### src/rtl/cpu_pkg.sv
// cpu_pkg: shared divider state encoding and timing constants
package cpu_pkg;
  typedef enum logic [1:0] {
    IDLE = 2'b00,
    CALC = 2'b01,
    FIX  = 2'b10,
    DONE = 2'b11
  } div_state_t;
  localparam int DIV_ITER    = 32;
  localparam int DIV_LATENCY = 34;
endpackage

### src/rtl/div_step.sv
// div_step: one restoring division iteration on unsigned magnitudes
module div_step #(
  parameter int WIDTH = 32
) (
  input  logic [WIDTH-1:0] rem_i,
  input  logic [WIDTH-1:0] quo_i,
  input  logic [WIDTH-1:0] divisor_i,
  output logic [WIDTH-1:0] rem_o,
  output logic [WIDTH-1:0] quo_o
);
  logic [WIDTH:0] shifted;
  logic [WIDTH:0] trial;
  // Shift the next dividend bit into the remainder and try subtracting the divisor
  always_comb begin
    shifted = {rem_i, quo_i[WIDTH-1]};
    trial   = shifted - {1'b0, divisor_i};
    rem_o   = trial[WIDTH] ? shifted[WIDTH-1:0] : trial[WIDTH-1:0];
    quo_o   = {quo_i[WIDTH-2:0], ~trial[WIDTH]};
  end
endmodule

### src/rtl/div_unit.sv
// div_unit: multi-cycle signed divider, quotient to lo and remainder to hi
module div_unit
  import cpu_pkg::*;
#(
  parameter int WIDTH = 32,
  parameter int CNT_W = 6
) (
  input  logic             clock,
  input  logic             reset,
  input  logic             start,
  input  logic [WIDTH-1:0] dividend,
  input  logic [WIDTH-1:0] divisor,
  output logic [WIDTH-1:0] hi,
  output logic [WIDTH-1:0] lo,
  output logic             busy,
  output logic             done,
  output logic             div_zero
);
  div_state_t       state_q, state_d;
  logic [CNT_W-1:0] cnt_q, cnt_d;
  logic [WIDTH-1:0] rem_q, rem_d, quo_q, quo_d, dvs_q, dvs_d;
  logic [WIDTH-1:0] hi_q, hi_d, lo_q, lo_d;
  logic             neg_quo_q, neg_quo_d, neg_rem_q, neg_rem_d, dz_q, dz_d;
  logic [WIDTH-1:0] step_rem, step_quo;

  div_step #(.WIDTH(WIDTH)) u_step (
    .rem_i    (rem_q),
    .quo_i    (quo_q),
    .divisor_i(dvs_q),
    .rem_o    (step_rem),
    .quo_o    (step_quo)
  );

  // Sequencing: accept, iterate, apply signs, then pulse done for one cycle
  always_comb begin
    state_d   = state_q;
    cnt_d     = cnt_q;
    rem_d     = rem_q;
    quo_d     = quo_q;
    dvs_d     = dvs_q;
    hi_d      = hi_q;
    lo_d      = lo_q;
    neg_quo_d = neg_quo_q;
    neg_rem_d = neg_rem_q;
    dz_d      = dz_q;
    case (state_q)
      IDLE: if (start) begin
        dz_d = divisor == '0;
        if (divisor == '0) begin
          state_d = DONE;
        end else begin
          quo_d     = dividend[WIDTH-1] ? -dividend : dividend;
          dvs_d     = divisor[WIDTH-1] ? -divisor : divisor;
          neg_quo_d = dividend[WIDTH-1] ^ divisor[WIDTH-1];
          neg_rem_d = dividend[WIDTH-1];
          rem_d     = '0;
          cnt_d     = CNT_W'(WIDTH);
          state_d   = CALC;
        end
      end
      CALC: begin
        rem_d   = step_rem;
        quo_d   = step_quo;
        cnt_d   = cnt_q - CNT_W'(1);
        state_d = cnt_q == CNT_W'(1) ? FIX : CALC;
      end
      FIX: begin
        lo_d    = neg_quo_q ? -quo_q : quo_q;
        hi_d    = neg_rem_q ? -rem_q : rem_q;
        state_d = DONE;
      end
      default: state_d = IDLE;
    endcase
  end

  // State and datapath registers, cleared asynchronously by reset
  always_ff @(posedge clock or negedge reset) begin
    if (!reset) begin
      state_q   <= IDLE;
      cnt_q     <= '0;
      rem_q     <= '0;
      quo_q     <= '0;
      dvs_q     <= '0;
      hi_q      <= '0;
      lo_q      <= '0;
      neg_quo_q <= 1'b0;
      neg_rem_q <= 1'b0;
      dz_q      <= 1'b0;
    end else begin
      state_q   <= state_d;
      cnt_q     <= cnt_d;
      rem_q     <= rem_d;
      quo_q     <= quo_d;
      dvs_q     <= dvs_d;
      hi_q      <= hi_d;
      lo_q      <= lo_d;
      neg_quo_q <= neg_quo_d;
      neg_rem_q <= neg_rem_d;
      dz_q      <= dz_d;
    end
  end

  assign hi       = hi_q;
  assign lo       = lo_q;
  assign div_zero = dz_q;
  assign busy     = state_q != IDLE;
  assign done     = state_q == DONE;
endmodule

### config.mk
export PLATFORM = sky130hd
export DESIGN_NAME = div_unit
export DESIGN_NICKNAME = d
export VERILOG_FILES = /design/src/rtl/cpu_pkg.sv /design/src/rtl/div_step.sv /design/src/rtl/div_unit.sv
export SDC_FILE = /design/constraint.sdc
export NUM_CORES = 1
export LEC_CHECK = 0
export BUFFER_PORTS_ARGS = -buffer_cell sky130_fd_sc_hd__buf_2
export CORE_UTILIZATION = 48
export DETAILED_ROUTE_END_ITERATION = 6
export PLACE_DENSITY = 0.7
export SYNTH_ARGS = -nofsm -noshare
export SYNTH_HDL_FRONTEND = slang
export SYNTH_SLANG_ARGS = --single-unit
### constraint.sdc
create_clock -name clock -period 6.2 [get_ports clock]
set_input_delay 0.62 -clock clock [delete_from_list [all_inputs] [get_ports clock]]
set_output_delay 0.62 -clock clock [all_outputs]
set_load 0.03 [all_outputs]
* Word level (Yosys, flattened, before mapping)
Cells that the tools add are included.
** Word-level totals
- Register bits :: 171
- Input bits :: 67
- Output and inout port bits :: 67
- Word-level logic and storage cells :: 50
** Cells by class
- Add/subtract/negate cells :: 6
- Eq/ne operators :: 6
- Muxes and demuxes :: 18
- Bitwise operators :: 3
- Reductions and logical operators :: 7
** Operator list (number)
- two-way mux 32 bit :: 9
- negator 32 bit :: 4
- case mux 32 bit (2 select lines) :: 2
- subtractor 33 x 32 -> 33 bit :: 1
- logical NOT 32 bit :: 1
- two-way mux 6 bit :: 2
- case mux 6 bit (2 select lines) :: 1
- equality test 6 x 1 -> 1 bit, second input constant :: 1
- two-way mux 2 bit :: 3
- case mux 2 bit (3 select lines) :: 1
- AND reduction 3 bit :: 2
- subtractor 6 x 1 -> 6 bit, second input constant :: 1
- equality test 2 bit, second input constant :: 2
- != test 2 bit, second input constant :: 2
- nonzero test 2 bit :: 2
- equality test 2 x 1 -> 1 bit, second input constant :: 1
- logical NOT 2 bit :: 1
- NOT 1 bit :: 2
- AND reduction 2 bit :: 1
- bitwise XOR 1 bit :: 1

* Logic depth before layout (Yosys ltp)
- Depth in word-level cells :: 5
- Gate-level depth with buffers :: 13
- Depth with buffers taken out :: 12

* Cells and area by module
From an unflattened synthesis, not the netlist that was laid out.
** Second synthesis, totals
- Cell total of the unflattened synthesis :: 1333
- Area, all modules :: 11667.4 um2
** By module, submodules not included
- div_unit :: instances 1, cells an instance 991, area an instance 9178.8 um2, seq. area each 4279.1 um2
- div_step :: instances 1, cells an instance 342, area an instance 2488.6 um2, seq. area each 0.0 um2

* Least setup slack after synthesis
OpenSTA, ideal clock, no wires.
- Kind :: input port to flip-flop
- From :: in divisor[3]
- To :: reg neg_rem_q
- Setup time :: 117 ps
- Arrival :: 3308 ps
- Required time :: 6083 ps
- Slack :: 2775 ps
- Stages :: 10
- Path buffers :: 2
- Cells stage by stage :: or4_1 > or4_4 > or4_1 > or4_1 > buf_2 > o21ai_4 > nor2_1 > buf_2 > nand2_1 > nand2_1
** Between the ends
- Longest elaborated chain between the ends :: 3
** RTL lines
- start: declaration :: line div_unit.sv:12 : input logic [WIDTH-1:0] divisor,
- logical NOT 32 bit :: line div_unit.sv:49 : if (divisor == '0) begin
- NOT 1 bit (no source line)
- AND reduction 3 bit (no source line)
- end signal: assignment :: line div_unit.sv:98 : neg_rem_q <= neg_rem_d;
- end: declaration :: line div_unit.sv:23 : logic neg_quo_q, neg_quo_d, neg_rem_q, neg_rem_d, dz_q, dz_d;
Every way passes these cells.
A chain may end at the register's enable or synchronous reset.

* Worst setup path in the final report
- From :: reg quo_q[31]
- To :: reg rem_q[14]
** Between the ends
- Longest elaborated chain between the ends :: 3
** RTL lines
- start: declaration :: line div_unit.sv:21 : logic [WIDTH-1:0] rem_q, rem_d, quo_q, quo_d, dvs_q, dvs_d;
- start signal: assignment :: line div_unit.sv:93 : quo_q <= quo_d;
- subtractor 33 x 32 -> 33 bit :: line div_step.sv:16 : trial = shifted - {1'b0, divisor_i};
- two-way mux 32 bit :: line div_step.sv:17 : rem_o = trial[WIDTH] ? shifted[WIDTH-1:0] : trial[WIDTH-1:0];
- case mux 32 bit (2 select lines) :: line div_unit.sv:46 : case (state_q)
- end signal: assignment :: line div_unit.sv:92 : rem_q <= rem_d;
- end: declaration :: line div_unit.sv:21
Every way passes these cells.

==> flow_summary.yaml <==
sta:
  slew_viol_final: 0
  skew_ns: 0.0160
  tns_ns: 0
  worst_pin_slew_ns: 1.11
  max_freq_mhz: 230
  final-setup-viol-count: 0
  max_slew_margin: 0.260
  finalHoldViolCount: 0
  fin_crit_sh: 0.702
  rsz0062_at_grt: "no"
  period_minus_slack_ns: 4.35
clock_tree:
  clk_latency_ns: 0.44
  cts_buffers: 17
  hold_buffers: 0
  post_cts_buffers: 0
  root_buffer: "clkbuf_16"
  tritoncts: "done"
  cts-resized-gates: 0
  clk_path_buf_depth: 2
  htreeDepth: 4
  clkSinkCount: 171
  clkTransAtPathRegs_ns: 0.07
power:
  total_power_mw: 6.61
  pwr-share-comb: 0.539
  p_sw_frac: 0.463
  p_leak_nw: 5.49
  powerDensity_nw_per_um2: 532
  seqPwrFrac: 0.303
  p_int_mw: 3.55
  clockPowerShare: 0.158
  power.switching_mw: 3.06
  max-vdd-ir-drop_mv: 0.226
routing:
  vias_per_cell: 5.63
  wl_per_cell_um: 15.7
  firstDrtPassIters: 6
  drt_iter0_drc: 563
  antenna_left: 0
  drc_errors: 0
  drt_wl_total_um: 26300
  vias: 9469
yosys:
  syn_avg_cell_area_um2: 8.50
  synth_top_cell_by_area: "dfrtp_1"
  syn-num-nets: 1401
  synth_edf_count: 0
  async_reset_ff_frac: 1.00
  synth_seq_cells: 171
  synth-main-ff-cell: "dfrtp_1"
  netlist_instances: 1295
  synth_area_leaders: "dfrtp_1, o21ai_0, xor2_1"
  yosysSeqAreaShare: 0.389
  synth.distinct_cells: 57
  yosysTopAreaCellShare: 0.389
  synth_area_um2: 11000
  yosys_warnings: 0
setup_path:
  worstPathRequired_ns: 6.52
  arrival_ns: 4.67
  reg2reg_depth: 13
  critPathMaxFanout: 41
  worstSetupPathType: "reg -> reg"
  end_kind: "register"
  startpoint_type: "register"
placed_design:
  port_buffers: 133
  gp_congestion: 0.865
  hpwl_um: 19300
grt:
  grt_pass1_vias: 8615
  grt_pass1_wl_um: 44000
  grt-ovfl-total: 0
  grt_max_degree: 129
  grt_antenna_before_repair: 0
  grt_usage: 0.231
status:
  status: "complete, no violations"
hold_path:
  hold_path_class: "in -> async"
final_layout:
  fin_nets: 1489
  diodes: 0
  fin_util: 0.550
  layout-drive-gt1-share: 0.137
  syn2layout_area_growth_pct: 12.9
floorplan:
  die_area_um2: 23500
  die_x_um: 153
  die_h_um: 153
  io_pins: 134
  row_count: 55
  start_util: 0.488
  core-area_um2: 22600
run:
  max_cap_viol_count: 0
cells in the final DEF, fill, tap and decap left out, drive strengths merged, types with 7 or more instances in the layout:
cell type | synthesis | routed
nor2 | 50 | 50
or3 | 23 | 23
clkbuf | 53 | 17
a21o | 9 | 9
o311ai | 17 | 17
a22oi | 8 | 8
buf | 17 | 139
nand3 | 22 | 22
o41ai | 21 | 21
o31ai | 40 | 40
mux2i | 10 | 10
o21ai | 205 | 205
ha | 38 | 38
o21a | 7 | 7
nand2 | 214 | 214
nor2b | 7 | 7
dfrtp | 171 | 171
nand2b | 11 | 11
a32oi | 9 | 9
nand4 | 7 | 7
or4 | 26 | 26
xnor2 | 52 | 52
xor2 | 100 | 100
a21oi | 51 | 51
or2 | 9 | 9
inv | 52 | 60
nor3 | 10 | 10
state kept, by name, indices dropped and copies added, names as in the netlist, 2 cells and up:
name     flops
dvs_q       32
hi          32
lo          32
quo_q       32
rem_q       32
cnt_q        6
state_q      2
cell families after synthesis:
| kind of cell | share of synthesized area |
|---|---|
| AOI/OAI and AO/OA | 0.225 |
| adders and majority gates | 0.0450 |
| xor gates and xnor gates | 0.121 |
| muxes | 0.00909 |
| and+or+nand+nor | 0.168 |
| DFF | 0.389 |
| buffers and inverters | 0.0440 |
per-stage QoR:
| stage | hold slack (ns) | std cells | area, µm² | setup slack, ns |
|---|---|---|---|---|
| 2_1_floorplan | 0.324 | 1295 | 11000 | 2.77 |
| 4_1_cts | 0.290 | 1681 | 12400 | 1.93 |
| 6_report | 0.227 | 1681 | 12400 | 1.85 |
| 3_5_place_dp | 0.465 | 1649 | 11800 | 1.79 |
| 3_3_place_gp | 0.456 | 1649 | 11800 | 1.86 |
| 5_1_grt | 0.325 | 1681 | 12400 | 1.56 |
cell usage after synthesis (9+ instances only):
library cell / instances
ha_1: 38
o41ai_1: 20
nand2_1: 214
nand2b_1: 11
or3_1: 23
a32oi_1: 9
nand3_1: 22
buf_2: 12
o21ai_0: 175
nor3_1: 10
mux2i_1: 10
dfrtp_1: 171
o311ai_0: 17
xor2_1: 100
nor2_1: 50
or4_1: 25
clkbuf_1: 53
or2_2: 9
o21ai_1: 29
xnor2_1: 52
o31ai_1: 40
a21oi_1: 51
inv_1: 52
a21o_1: 9
metal layers:
| metal | vias to the layer above | track usage | part of all wire |
|---|---|---|---|
| met2 | 215 | 0.343 | 0.43 |
| met4 | 0 | 0.0657 | 0.012 |
| met1 | 4440 | 0.350 | 0.52 |
| li1 | 4791 | - | - |
| met5 | - | 0 | 0 |
| met3 | 23 | 0.0284 | 0.040 |
area by class of cell:
type                       count  area, µm²
fill                        2121      10100
multi-input combinational   1002       6290
sequential                   171       4280
timing repair buffer         139        729
clock buffer                  17        425
tap                          285        357
inverter                      52        195
clock inverter                15        151
final timing paths:
| check | startpoint | endpoint | slack [ns] |
|---|---|---|---|
| max | quo_q[31] | rem_q[14] | 1.85 |
| min | reset | hi[5] | 0.23 |
| max reg2reg | quo_q[31] | rem_q[14] | 1.85 |
| min reg2reg | hi[14] | hi[14] | 0.47 |
| max in group asynchronous | reset | quo_q[3] | 4.41 |
| min in group clock | start | state_q[0] | 0.47 |
power by group through the flow:
stage                     combinational [mW]  clock, mW  sequential [mW]
after floorplan                         2.85          0             1.82
after global routing                    4.02       1.11             2.07
final                                   3.56       1.05             2.00
after global placement                  3.46          0             1.99
after CTS                               3.55       1.07             1.98
after detailed placement                3.52          0             2.01
worst max-delay path, cell delays in order (launching register included):
cell and delay, ns:
dfrtp_1 0.41, inv_1 0.13, ha_1 0.25, fa_1 0.40, nor2b_1 0.18, o2111ai_1 0.17, a21oi_1 0.23, o2111ai_1 0.16
o21ai_0 0.50, a21oi_1 0.31, xor2_4 0.88, buf_4 0.35, nand3_1 0.09, o311ai_0 0.13
No activity file was read; power rests on OpenSTA's default activity.
